<file path="config.mk">
export PLATFORM = sky130hd
export DESIGN_NAME = pmem_rd_streamer
export DESIGN_NICKNAME = d
export VERILOG_FILES = /design/src/rtl/pmem_rd_streamer_pkg.sv /design/src/rtl/pmem_rd_streamer_fifo.sv /design/src/rtl/pmem_rd_streamer.sv
export SDC_FILE = /design/constraint.sdc
export NUM_CORES = 1
export LEC_CHECK = 0
export CORE_ASPECT_RATIO = 1.1
export CORE_MARGIN = 8
export CORE_UTILIZATION = 65
export CTS_BUF_LIST = sky130_fd_sc_hd__clkbuf_8
export DETAILED_ROUTE_END_ITERATION = 16
export DONT_BUFFER_PORTS = 1
export GPL_TIMING_DRIVEN = 0
export PLACE_DENSITY = 0.9
export SLEW_MARGIN = 20
export SYNTH_ARGS = -nofsm -noshare
export SYNTH_HDL_FRONTEND = slang
export SYNTH_SLANG_ARGS = --single-unit
</file>
<file path="constraint.sdc">
create_clock -name clk -period 10.7 [get_ports clk]
set_input_delay 2.14 -clock clk [delete_from_list [all_inputs] [get_ports clk]]
set_output_delay 2.14 -clock clk [all_outputs]
set_load 0.02 [all_outputs]
</file>
<file path="src/rtl/pmem_rd_streamer_pkg.sv">
// Shared definitions for the pmem-facing blocks: default widths, the read
// streamer state encoding and a small occupancy helper.
package pmem_rd_streamer_pkg;

  localparam int unsigned PMEM_ADDR_W = 14;
  localparam int unsigned PMEM_DATA_W = 128;
  localparam int unsigned PMEM_LEN_W  = 15;

  typedef enum logic [1:0] {
    ST_IDLE  = 2'd0,
    ST_RUN   = 2'd1,
    ST_DRAIN = 2'd2
  } rd_state_e;

  // Words already committed downstream of the memory port: buffered plus in flight.
  function automatic logic [1:0] occupancy(input logic [1:0] fifo_count,
                                           input logic       inflight);
    return fifo_count + {1'b0, inflight};
  endfunction

endpackage

</file>
<file path="src/rtl/pmem_rd_streamer_fifo.sv">
// stream_fifo2: 2-entry first-word-fall-through FIFO; an empty FIFO passes
// the pushed word straight to its output in the same cycle.
module stream_fifo2 #(
  parameter int unsigned WIDTH = 128
) (
  input  logic             clk,
  input  logic             reset,
  input  logic             in_valid,
  input  logic [WIDTH-1:0] in_data,
  input  logic             out_ready,
  output logic             out_valid,
  output logic [WIDTH-1:0] out_data,
  output logic [1:0]       count
);

  logic [WIDTH-1:0] mem_q [2];
  logic [WIDTH-1:0] mem_d [2];
  logic             rd_ptr_q, rd_ptr_d;
  logic             wr_ptr_q, wr_ptr_d;
  logic [1:0]       count_q, count_d;
  logic             empty, pop, push_store, pop_head;

  always_comb begin
    empty     = (count_q == 2'd0);
    out_valid = !empty || in_valid;
    out_data  = empty ? in_data : mem_q[rd_ptr_q];
    pop       = out_valid && out_ready;
    // A push into an empty FIFO that is popped the same cycle never gets stored.
    push_store = in_valid && !(empty && pop) && (count_q != 2'd2);
    pop_head   = pop && !empty;

    mem_d    = mem_q;
    rd_ptr_d = rd_ptr_q;
    wr_ptr_d = wr_ptr_q;
    if (push_store) begin
      mem_d[wr_ptr_q] = in_data;
      wr_ptr_d        = ~wr_ptr_q;
    end
    if (pop_head) rd_ptr_d = ~rd_ptr_q;
    count_d = count_q + 2'(push_store) - 2'(pop_head);
    count   = count_q;
  end

  always_ff @(posedge clk) begin
    mem_q <= mem_d;
    if (reset) begin
      rd_ptr_q <= 1'b0;
      wr_ptr_q <= 1'b0;
      count_q  <= 2'd0;
    end else begin
      rd_ptr_q <= rd_ptr_d;
      wr_ptr_q <= wr_ptr_d;
      count_q  <= count_d;
    end
  end

endmodule

</file>
<file path="src/rtl/pmem_rd_streamer.sv">
// Streams a burst of consecutive pmem words to a ready/valid sink, keeping at
// most two words outstanding between the memory port and the sink.
module pmem_rd_streamer
  import pmem_rd_streamer_pkg::*;
#(
  parameter int unsigned ADDR_W = PMEM_ADDR_W,
  parameter int unsigned DATA_W = PMEM_DATA_W,
  parameter int unsigned LEN_W  = PMEM_LEN_W
) (
  input  logic              clk,
  input  logic              reset,
  input  logic              start,
  input  logic [ADDR_W-1:0] base_addr,
  input  logic [LEN_W-1:0]  len,
  output logic              busy,
  output logic              done,
  output logic              mem_cen,
  output logic              mem_wen,
  output logic [ADDR_W-1:0] mem_a,
  input  logic [DATA_W-1:0] mem_q,
  output logic              out_valid,
  input  logic              out_ready,
  output logic [DATA_W-1:0] out_data
);

  rd_state_e         state_q, state_d;
  logic [ADDR_W-1:0] addr_q, addr_d;
  logic [LEN_W-1:0]  issue_left_q, issue_left_d;
  logic [LEN_W-1:0]  out_left_q, out_left_d;
  logic              inflight_q, inflight_d;
  logic              zero_done_q, zero_done_d;

  logic              issue, xfer, last_xfer;
  logic [1:0]        fifo_count;
  logic              fifo_valid;
  logic [DATA_W-1:0] fifo_data;

  always_comb begin
    issue = (state_q == ST_RUN) && (issue_left_q != '0)
            && (occupancy(fifo_count, inflight_q) < 2'd2);
    xfer      = fifo_valid && out_ready;
    last_xfer = (state_q == ST_DRAIN) && xfer && (out_left_q == LEN_W'(1));

    state_d      = state_q;
    addr_d       = addr_q;
    issue_left_d = issue_left_q;
    out_left_d   = out_left_q;
    inflight_d   = issue;
    zero_done_d  = 1'b0;

    if (xfer) out_left_d = out_left_q - LEN_W'(1);

    case (state_q)
      ST_IDLE: begin
        if (start) begin
          if (len != '0) begin
            state_d      = ST_RUN;
            addr_d       = base_addr;
            issue_left_d = len;
            out_left_d   = len;
          end else begin
            zero_done_d = 1'b1;
          end
        end
      end
      ST_RUN: begin
        if (issue) begin
          addr_d       = addr_q + ADDR_W'(1);
          issue_left_d = issue_left_q - LEN_W'(1);
          if (issue_left_q == LEN_W'(1)) state_d = ST_DRAIN;
        end
      end
      ST_DRAIN: begin
        if (last_xfer) state_d = ST_IDLE;
      end
      default: state_d = ST_IDLE;
    endcase

    busy      = (state_q != ST_IDLE);
    done      = zero_done_q || last_xfer;
    mem_cen   = !issue;
    mem_wen   = 1'b1;
    mem_a     = addr_q;
    out_valid = fifo_valid;
    out_data  = fifo_data;
  end

  always_ff @(posedge clk) begin
    if (reset) begin
      state_q      <= ST_IDLE;
      addr_q       <= '0;
      issue_left_q <= '0;
      out_left_q   <= '0;
      inflight_q   <= 1'b0;
      zero_done_q  <= 1'b0;
    end else begin
      state_q      <= state_d;
      addr_q       <= addr_d;
      issue_left_q <= issue_left_d;
      out_left_q   <= out_left_d;
      inflight_q   <= inflight_d;
      zero_done_q  <= zero_done_d;
    end
  end

  stream_fifo2 #(.WIDTH(DATA_W)) u_fifo (
    .clk       (clk),
    .reset     (reset),
    .in_valid  (inflight_q),
    .in_data   (mem_q),
    .out_ready (out_ready),
    .out_valid (fifo_valid),
    .out_data  (fifo_data),
    .count     (fifo_count)
  );

endmodule

</file>
Yosys cells after proc, flatten, opt, wreduce, memory -nomap -nowiden
Index checks and enable logic that the tools add are counted.

cells by class
  magnitude comparators = 4
  add/sub/neg operators = 6
  muxes and demuxes = 26
  bitwise operators = 6
  reductions and logical operators = 24
  equal/unequal tests = 10

operators with widths
  kind                                                                  number
  128-bit 2-to-1 mux                                                    5
  256-bit bitwise mux                                                   1
  128-bit demux with 1-bit select                                       1
  15-bit 2-to-1 mux                                                     7
  14-bit 2-to-1 mux                                                     3
  15-bit by 1-bit == test with 1-bit output, second input constant      2
  15-bit case mux with 2 select lines                                   1
  15-bit nonzero test                                                   2
  15-bit by 1-bit subtractor with 15-bit output, second input constant  2
  14-bit case mux with 2 select lines                                   1
  14-bit by 1-bit adder with 14-bit output, second input constant       1
  1-bit logical AND                                                     10
  2-bit 2-to-1 mux                                                      5
  2-bit != test, second input constant                                  5
  2-bit case mux with 3 select lines                                    1
  5-bit AND reduction                                                   1
  2-bit by 1-bit adder with 2-bit output                                2
  2-bit >= comparator, second input constant                            2
  2-bit zero test                                                       2
  1-bit NOT                                                             4
  1-bit NOT with 2-bit output                                           2
  4-bit AND reduction                                                   1
  2-bit nonzero test                                                    2
  1-bit zero test                                                       3
  other kinds (9)                                                       10

word-level totals
  bits in registers = 308
  word-level logic and storage cells = 87
  input port bits = 161

Logic depth before layout (Yosys ltp)
Gate-level depths: netlist (run 1).

  depth in word-level cells = 10
  gate-level depth with buffers = 10

Modules after synthesis
A second synthesis (run 1) with hierarchy kept.

unflattened totals
  cells, all modules = 1081
  area total of the unflattened synthesis = 13814.5 um^2

by module, submodules not included
  module            seq. area each (um^2)  times used  area each (um^2)  cells an instance
  stream_fifo2      7767.4                 1           10935.5           710
  pmem_rd_streamer  960.9                  1           2879.0            371

Worst setup path after synthesis (run 1)
Ideal clock, no wire load.

  kind = input to register
  start = in out_ready
  end = reg u_fifo.mem_q[0] in the netlist's numbering (enable)
  slack = 2.343 ns
  stages = 3
  library setup time = 0.617 ns
  data arrival time = 7.739 ns
  cells stage by stage = nor2_1 o21ai_0 nor2_1

between the ends
  longest elaborated chain between the ends = 5

ends and longest elaborated chain
  item                             RTL line                     text
  start, declared                  pmem_rd_streamer.sv:22       input logic out_ready,
  1-bit logical AND                pmem_rd_streamer_fifo.sv:27  pop = out_valid && out_ready;
  1-bit logical AND                pmem_rd_streamer_fifo.sv:29  push_store = in_valid && !(empty && pop) && (count_q != 2'd2);
  1-bit zero test                  pmem_rd_streamer_fifo.sv:29
  1-bit logical AND (2 in series)  pmem_rd_streamer_fifo.sv:29
  end signal, assigned             pmem_rd_streamer_fifo.sv:45  mem_q <= mem_d;
  end, declared                    pmem_rd_streamer_fifo.sv:16  logic [WIDTH-1:0] mem_q [2];

Every way passes these cells.
A chain may end at the register's enable or synchronous reset.

Worst setup path in the final report (run 1)
  start = in out_ready
  end = out done

between the ends
  longest elaborated chain between the ends = 4

ends and longest elaborated chain
  item                             RTL line                text
  1-bit logical AND                pmem_rd_streamer.sv:41  xfer = fifo_valid && out_ready;
  1-bit logical AND (2 in series)  pmem_rd_streamer.sv:42  last_xfer = (state_q == ST_DRAIN) && xfer && (out_left_q == LEN_W'(1));
  1-bit logical OR                 pmem_rd_streamer.sv:80  done = zero_done_q || last_xfer;
  end, declared                    pmem_rd_streamer.sv:16  output logic done,

Every way passes these cells.

==> impl_summary.md, run 1 <==
Yosys
The synthesized cell area is 13500 sq um. Counting flops with an async set or reset pin after synthesis yields a share of 0. The average footprint of a synthesized cell is 12.4 sq um. The share of synthesized area occupied by flip-flops and latches is 0.648. The cell taking the most area after synthesis is sky130_fd_sc_hd__edfxtp_1.

By area the synthesized netlist is led by sky130_fd_sc_hd__edfxtp_1 57%, sky130_fd_sc_hd__mux2i_1 9.7%, sky130_fd_sc_hd__dfxtp_1 7.7%, sky130_fd_sc_hd__a21oi_1 5.7%, sky130_fd_sc_hd__nor2_1 4.6%. The register bit count reported by yosys is 308. After synthesis, the netlist uses 63 different library cells. Of the post-synthesis cell area, the dominant cell type holds 0.571. Among all cell types in the netlist, the one instantiated most often is sky130_fd_sc_hd__edfxtp_1. After technology mapping, the gate count stands at 1084. The most used flip-flop cell after synthesis is sky130_fd_sc_hd__edfxtp_1. The post-synthesis net count is 1252. By count the netlist is led by 256 x sky130_fd_sc_hd__edfxtp_1, 165 x sky130_fd_sc_hd__nor2_1, 153 x sky130_fd_sc_hd__a21oi_1. The Yosys step of the flow raised 0 warnings. Yosys mapped a number of flops with a built-in enable equal to 256.

GRT
The global routing usage summed across all routing layers is 0.252. The first-pass GRT wire length is 50600 um. The total overflow left after global routing is 0.

Entering global routing, the biggest net connects 27 pins. The number of antenna violations at the first check in global routing is 0. The number of global-route vias before repair came to 9085.

Critical path
The cell type group with the largest total delay on the critical path is simple AND/OR/NAND/NOR gates. The class of the most critical setup path is input port to output pin. The worst setup path is captured at an output pin. The arrival time at the worst endpoint is 3.23 ns. The signal on the critical path passes through o31a_1 > and2_1 > clkbuf_1 > nand4_1 > nand2b_1. The setup check on the worst reg-to-reg path leaves a slack of 7.95 ns. Data on the critical path is required at its endpoint by 8.56 ns. The critical path's slowest cell is sky130_fd_sc_hd__nand2b_1. The number of buffer and inverter instances along the worst setup path is 1. The top fanout value on the critical path is 8. The critical path startpoint category is an input port.

The longest individual stage delay on the worst path is 0.28 ns.

Job
The count of maximum capacitance violations is 0.

CTS
The buffer levels on the longest clock path is 3. In this run, post-CTS hold repair placed 0 buffers. The clock latency reported for the late side of the worst-skew pair is 0.56 ns. The post-cts sizing count is 0.

The number of clock sinks seen by CTS is 308. The clock tree from TritonCTS is done. In this run the post-CTS setup repair buffer count came out at 0. After clock tree synthesis, the clock-pin slew on the worst setup and hold paths is 0.06 ns. The number of H-tree levels is 2. The clock tree root buffer cell is sky130_fd_sc_hd__clkbuf_8. TritonCTS created 46 clock buffers.

STA
The final hold violation count is 0. At the pin with the least slew margin, the transition time is 0.877 ns. The time the worst path needs with I/O delays and setup is 5.37 ns. The final max-slew violation count is 0. The maximum clock skew at final layout is 0.0283 ns. Setup repair after global routing left no endpoint under its margin. The setup violation total in the final timing report is 0. The worst-case setup margin in the final layout is 5.33 ns. Timing would allow up to 0.186 GHz. Dividing the final minimum period by the clock period gives 0.502. The max-slew headroom at the worst pin is 0.415.

Placed design
Once detailed placement completed, the half-perimeter wirelength came to 23900 um. The final estimated routing congestion in global placement is 0.936. The number of buffers inserted by port buffering is 0. Including well taps, the total number of placed cells is 1352.

The pre-CTS setup slack is 5.34 ns.

Floorplanning
Measured along the x axis, the die boundary spans 153 um. The count of standard-cell rows is 55. Measured along the y axis, the die boundary spans 167 um. The floorplan die area is 25600 sq um. The initial cell density of the core is 0.659.

308 I/O pins were placed. The area of the core is 20400 sq um.

Pwr
The areal power density over the cells is 270 nW/um^2. In this run the static leakage power is 0.00486 uW. IR analysis of the VDD net gives a maximum drop of 0.175 mV. The post-layout total power is 4030 uW.

Route
The average routed wire per standard cell is 23.5 um. The remaining antenna violation count is 0. Summing over every cut layer, the via total after detailed routing is 9094.

After detailed routing, the number of remaining DRC violations is 0. The DRC marker count from the first detailed-route iteration is 653. The first-pass iteration count of the detailed router is 8. In the routed layout, each cell is associated on average with a via count of 6.34. Summed over all layers, the routed wires come to 33800 um.

Cells and area
From synthesis to final layout, the design area changed by 11.0%. The final-stage net count is 1312. The number of standard cells in the layout, taps in and fillers out is 1434. The share of layout cells above drive strength 1 is 0.0951. The antenna cell count is 0. After filler insertion, the fill cell instance count of the layout stands at 1271.

Outcome
The flow ran to the end, and the final reports show no timing, DRC or antenna violations.

Hold path
The classification of the worst-slack hold path is flip-flop to flip-flop.
[path summary, 6_finish.rpt]
check,from,cells past startpoint,to
worst min-delay path,issue_left_q[12]$_SDFFE_PP0P_,2,issue_left_q[12]$_SDFFE_PP0P_
worst max register to register,u_fifo.count[1]$_SDFF_PP0_,9,u_fifo.mem_q[232]$_DFFE_PP_
worst max-delay path,out_ready,5,done
worst min register to register,issue_left_q[12]$_SDFFE_PP0P_,2,issue_left_q[12]$_SDFFE_PP0P_
[power by group]
part / total [uW] / internal, uW / switching [uW] / leakage [uW]
clock: 858 / 430 / 428 / 0.000487
sequential: 1440 / 1380 / 55.0 / 0.00274
combinational: 1740 / 407 / 1330 / 0.00163
total: 4030 / 2220 / 1820 / 0.00486
[kinds of logic (layout without fill, tap and decap cells)]
family,Yosys count,in the layout,synth area share
flops,308,308,0.648
simple gates,293,293,0.0996
compound gates,239,239,0.109
mux,130,130,0.0967
buf+inv,85,179,0.0263
xor+xnor,21,21,0.0137
fa+ha+maj,7,7,0.00651
other cells,1,1,0.000279
[sequential cells by signal, indices dropped and copies added, names as in the netlist]
register         count
u_fifo.mem_q       256
issue_left_q        15
out_left_q          15
mem_a               14
state_q              2
u_fifo.count         2
inflight_q           1
u_fifo.rd_ptr_q      1
u_fifo.wr_ptr_q      1
zero_done_q          1
[placed cells by master, fill, tap and decap left out, drive strengths merged, types with 4 or more instances in the layout]
cell type	synthesis	routed
a31o	4	4
nand4	10	10
nor2b	5	5
nand3	15	15
a211oi	20	20
nand2	38	38
or4	5	5
xor2	13	13
a21oi	159	159
nor2	165	165
clkinv	1	12
inv	13	33
xnor2	8	8
ha	7	7
nor4	13	13
edfxtp	256	256
dfxtp	52	52
mux2i	130	130
nor3	18	18
o21ai	24	24
o31ai	4	4
a311oi	4	4
clkbuf	55	105
or2	6	6
buf	16	28
nand2b	4	4
[worst register-to-register path, delay by kind of cell (launching register included)]
family | cells | cell delay (ns)
simple gates | 2 | 0.35
buf+inv | 6 | 1.20
compound gates | 1 | 0.67
flops | 1 | 0.30
[per-layer routing]
| metal | vias to the layer above | wire [um] | track usage |
|---|---|---|---|
| li1 | 4163 | - | - |
| met1 | 4362 | 12300 | 0.286 |
| met2 | 472 | 16700 | 0.429 |
| met3 | 97 | 3410 | 0.0774 |
| met4 | 0 | 1410 | 0.115 |
| met5 | - | 0 | 0 |
[layout make-up]
class | instances | area [sq um] | share of cell area
flip-flops and latches | 308 | 8730 | 0.584
plain buffers | 71 | 302 | 0.0202
clock buffers | 50 | 688 | 0.0461
inverters | 14 | 52.6 | 0.00352
well taps | 256 | 320 | 0.0214
clock inverters | 32 | 136 | 0.00913
repair buffers | 12 | 315 | 0.0211
multi-input cells | 691 | 4390 | 0.294
[stage by stage]
step | cell area, sq um | utilization | setup TNS [ns] | hold slack (ns)
after floorplan | 13500 | - | 0 | 0.455
after global placement | 13800 | 0.674 | -72.03 | 0.474
after detailed placement | 14100 | 0.690 | 0 | 0.486
after CTS | 14900 | 0.731 | 0 | 0.495
after global routing | 14900 | 0.731 | 0 | 0.523
final | 14900 | 0.731 | 0 | 0.494
(Power assumes the default switching activity.)
==> run 2, diff against run 1 <==
Clock period 10.7 ns to 5.48 ns, I/O delays scaled along.
==> results of run 2 <==
Same layout as run 1 (identical final DEF). Status: completed.
Among the figures that moved: setup slack after placement 5.34 ns -> 1.69 ns; setup slack after layout 5.33 ns -> 1.21 ns; start point of the critical path out_ready -> u_fifo.count[1]$_SDFF_PP0_; end point of the critical path done -> out_data[99]; register-to-register setup slack 7.95 ns -> 2.73 ns; total power 4030 uW -> 7880 uW; worst IR drop on VDD 0.175 mV -> 0.342 mV
==> run 3, diff against run 2 <==
Settings changed: CORE_UTILIZATION 65 to 60, PLACE_DENSITY 0.9 to 0.88.
Clock period 5.48 ns to 3.86 ns, I/O delays scaled along.
==> impl_summary.md, run 3 (synthesized netlist as in run 1, its figures left out) <==
Outcome
The flow ran to the end, and the final reports show no timing, DRC or antenna violations.

Critical path
The required arrival time at the worst endpoint is 3.09 ns. The arrival time at the worst endpoint is 2.93 ns. The top fanout value on the critical path is 10. In this run the register-to-register setup slack is 1.31 ns. The worst setup path is launched from a flip-flop. STA classifies the critical path endpoint as an output pin. The class of the most critical setup path is flip-flop to output pin.

CTS
The number of clock sinks seen by CTS is 308 (unchanged). The total clock buffers created by CTS came to 46 (unchanged). The tree is rooted in a sky130_fd_sc_hd__clkbuf_8.

The number of H-tree levels is 2 (unchanged). The buffer levels on the longest clock path was 3 (unchanged). The clock tree from TritonCTS is done. The clock latency reported for the late side of the worst-skew pair is 0.54 ns (-0.02 ns). The CTS clock-pin slew for the worst setup and hold paths is 0.06 ns (about the same).

Job
The count of maximum capacitance violations is 0 (unchanged).

STA
The highest attainable clock frequency is 0.270 GHz. The maximum clock skew at final layout came to 0.0150 ns (-0.0133 ns). The setup violation total in the final timing report is 0 (unchanged).

After layout, the minimum clock period comes to 3.70 ns. The worst hold margin was 0.321 ns (-0.173 ns). The worst-case setup margin in the final layout is 0.161 ns. The final hold violation count is 0 (unchanged). The transition time at the pin with the least slew margin is 0.892 ns (+0.0151 ns). The max-slew headroom at the worst pin is 0.399 (-0.0163). The total negative setup slack is 0 ns (unchanged).

The final max-slew violation count came to 0 (unchanged). Dividing the final minimum period by the clock period gives 0.958.

GRT
The first-pass GRT wire length is 52800 um (+4.3%). The global routing usage summed across all routing layers is 0.243 (-0.00898). The overall overflow remaining after global route was 0 (unchanged). The number of antenna violations at the first check in global routing is 0 (unchanged). The pin count of the biggest net entering global routing is 29 (+7.4%). The number of global-route vias before repair is 9194 (+1.2%).

Floorplanning
The count of standard-cell rows was 57 (+3.6%). The horizontal die dimension is 159 um (+3.7%). The area of the core is 22000 sq um (+7.8%). The floorplan die area came to 27500 sq um (+7.5%). The number of top-level pins is 308 (unchanged). The height of the die is 173 um (+3.7%). The initial cell density of the core was 0.611 (-0.0478).

Route
The overall via count from detail_route is 9132 (+0.42%). The number of design rule violations left after detail routing is 0 (unchanged). The post-detailed-routing wire length came to 34600 um (+2.5%). The average routed wire per standard cell is 23.5 um (about the same). The number of vias per cell after detailed routing is 6.21 (-2.1%). The DRC marker count from the first detailed-route iteration is 826 (+26%). The first-pass iteration count of the detailed router was 5 (-3). The remaining antenna violation count is 0 (unchanged).

Cells and area
In the final layout, the registers with the most flip-flops are u_fifo.mem_q: 256 flops, issue_left_q: 15 flops, out_left_q: 15 flops. The area of all sequential standard cells is 8730 sq um (unchanged). The most frequent standard cell in the layout excluding fill and tap cells is sky130_fd_sc_hd__edfxtp_1. The antenna cell count was 0 (unchanged).

The combined area of the multi-input logic cells is 4420 sq um (+0.60%). In the layout the commonest cells are 256 x sky130_fd_sc_hd__edfxtp_1, 163 x sky130_fd_sc_hd__nor2_1, 146 x sky130_fd_sc_hd__a21oi_1, 130 x sky130_fd_sc_hd__mux2i_1, 52 x sky130_fd_sc_hd__dfxtp_1. The number of fill cells came to 1522 (+20%). The final-stage net count came to 1310 (-0.15%). Compared with the post-synthesis result, the final layout area differs by 11.2%. The flip-flop count of the largest register, all copies and words added was 256 (unchanged). The number of standard cells in the layout, taps in and fillers out is 1471 (+2.6%). The share of layout cells above drive strength 1 was 0.111 (+0.0163).

The register with the highest flop count is u_fifo.mem_q.

Pwr
The analysis attributes to net switching a power of 5030 uW. Of the total power, the share spent switching nets is 0.450. The worst ir drop on vdd is 0.463 mV.

The proportion of power drawn by flip-flops and latches is 0.356 (about the same). The leakage power summed over all cells is 0.00490 uW (+0.84%). The clock power share is 0.209 (-0.004). The areal power density over the cells is 748 nW/um^2. The post-layout total power is 11200 uW. The share of total power in combinational logic came to 0.435 (+0.004). The internal portion of the total power is 6160 uW.

Placed design
The cell total after placement was 1389 (+2.7%). The final estimated routing congestion in global placement is 0.925 (-1.2%). The pre-CTS setup slack is 0.223 ns. The post-DP HPWL came to 24500 um (+2.6%). The number of buffers inserted by port buffering was 0 (unchanged).

Hold path
The classification of the worst-slack hold path is input port to flip-flop.
==> run 3: cell types whose count changed in the layout (fill, tap and decap cells not counted), sizes merged <==
cell,delta
buf,-3
clkdlybuf4s15,+1
clkinvlp,-1
inv,+1
==> run 3: path summary, 6_finish.rpt <==
kind / cells after the start / end / start
max reg2reg: 7 / u_fifo.mem_q[63]$_DFFE_PP_ / u_fifo.count[1]$_SDFF_PP0_
max: 5 / out_data[20] / u_fifo.rd_ptr_q$_SDFFE_PP0P_
min: 0 / u_fifo.mem_q[38]$_DFFE_PP_ / mem_q[38]
min reg2reg: 2 / issue_left_q[9]$_SDFFE_PP0P_ / issue_left_q[9]$_SDFFE_PP0P_
==> run 3: metal layers <==
metal	up-vias	track usage	part of all wire
met5	-	0	0
met1	4353	0.279	0.36
met4	0	0.106	0.038
li1	4144	-	-
met3	103	0.0884	0.11
met2	532	0.403	0.50
==> run 3: repair_timing <==
item                                   CTS  global route
resized for setup                        6            29
cloned                                   0             0
setup buffers                            0             0
endpoints found under the hold margin    0             0
pin swaps                                0             0
setup endpoints to repair              112            59
hold buffers                             0             0
==> run 3: final cells by class <==
cell class,instances,area share
Multi-Input combinational cell,691,0.295
Buffer,71,0.0218
Inverter,14,0.00351
Timing Repair Buffer,10,0.0169
Sequential cell,308,0.583
Tap cell,295,0.0247
Clock inverter,32,0.00861
Clock buffer,50,0.0460
==> run 3: power by group through the flow <==
stage               Combinational, uW  Sequential, uW  Clock (uW)
finish                           4870            3990        2340
global route                     5210            4010        2530
CTS                              4880            3980        2390
detailed placement               4840            4050           0
global placement                 4720            4070           0
floorplan                        3700            4030           0
==> run 3: critical path: stages (launching register included) <==
cell and delay (ns):
sky130_fd_sc_hd__dfxtp_1 0.31, sky130_fd_sc_hd__clkbuf_1 0.14, sky130_fd_sc_hd__clkdlybuf4s15_1 0.65, sky130_fd_sc_hd__clkbuf_1 0.63, sky130_fd_sc_hd__mux2i_1 0.21, sky130_fd_sc_hd__a21oi_1 0.45
==> run 3: stage by stage <==
step	util	cell area (sq um)
finish	0.679	15000
floorplan	-	13500
CTS	0.677	14900
global placement	0.628	13800
detailed placement	0.640	14100
global route	0.679	15000
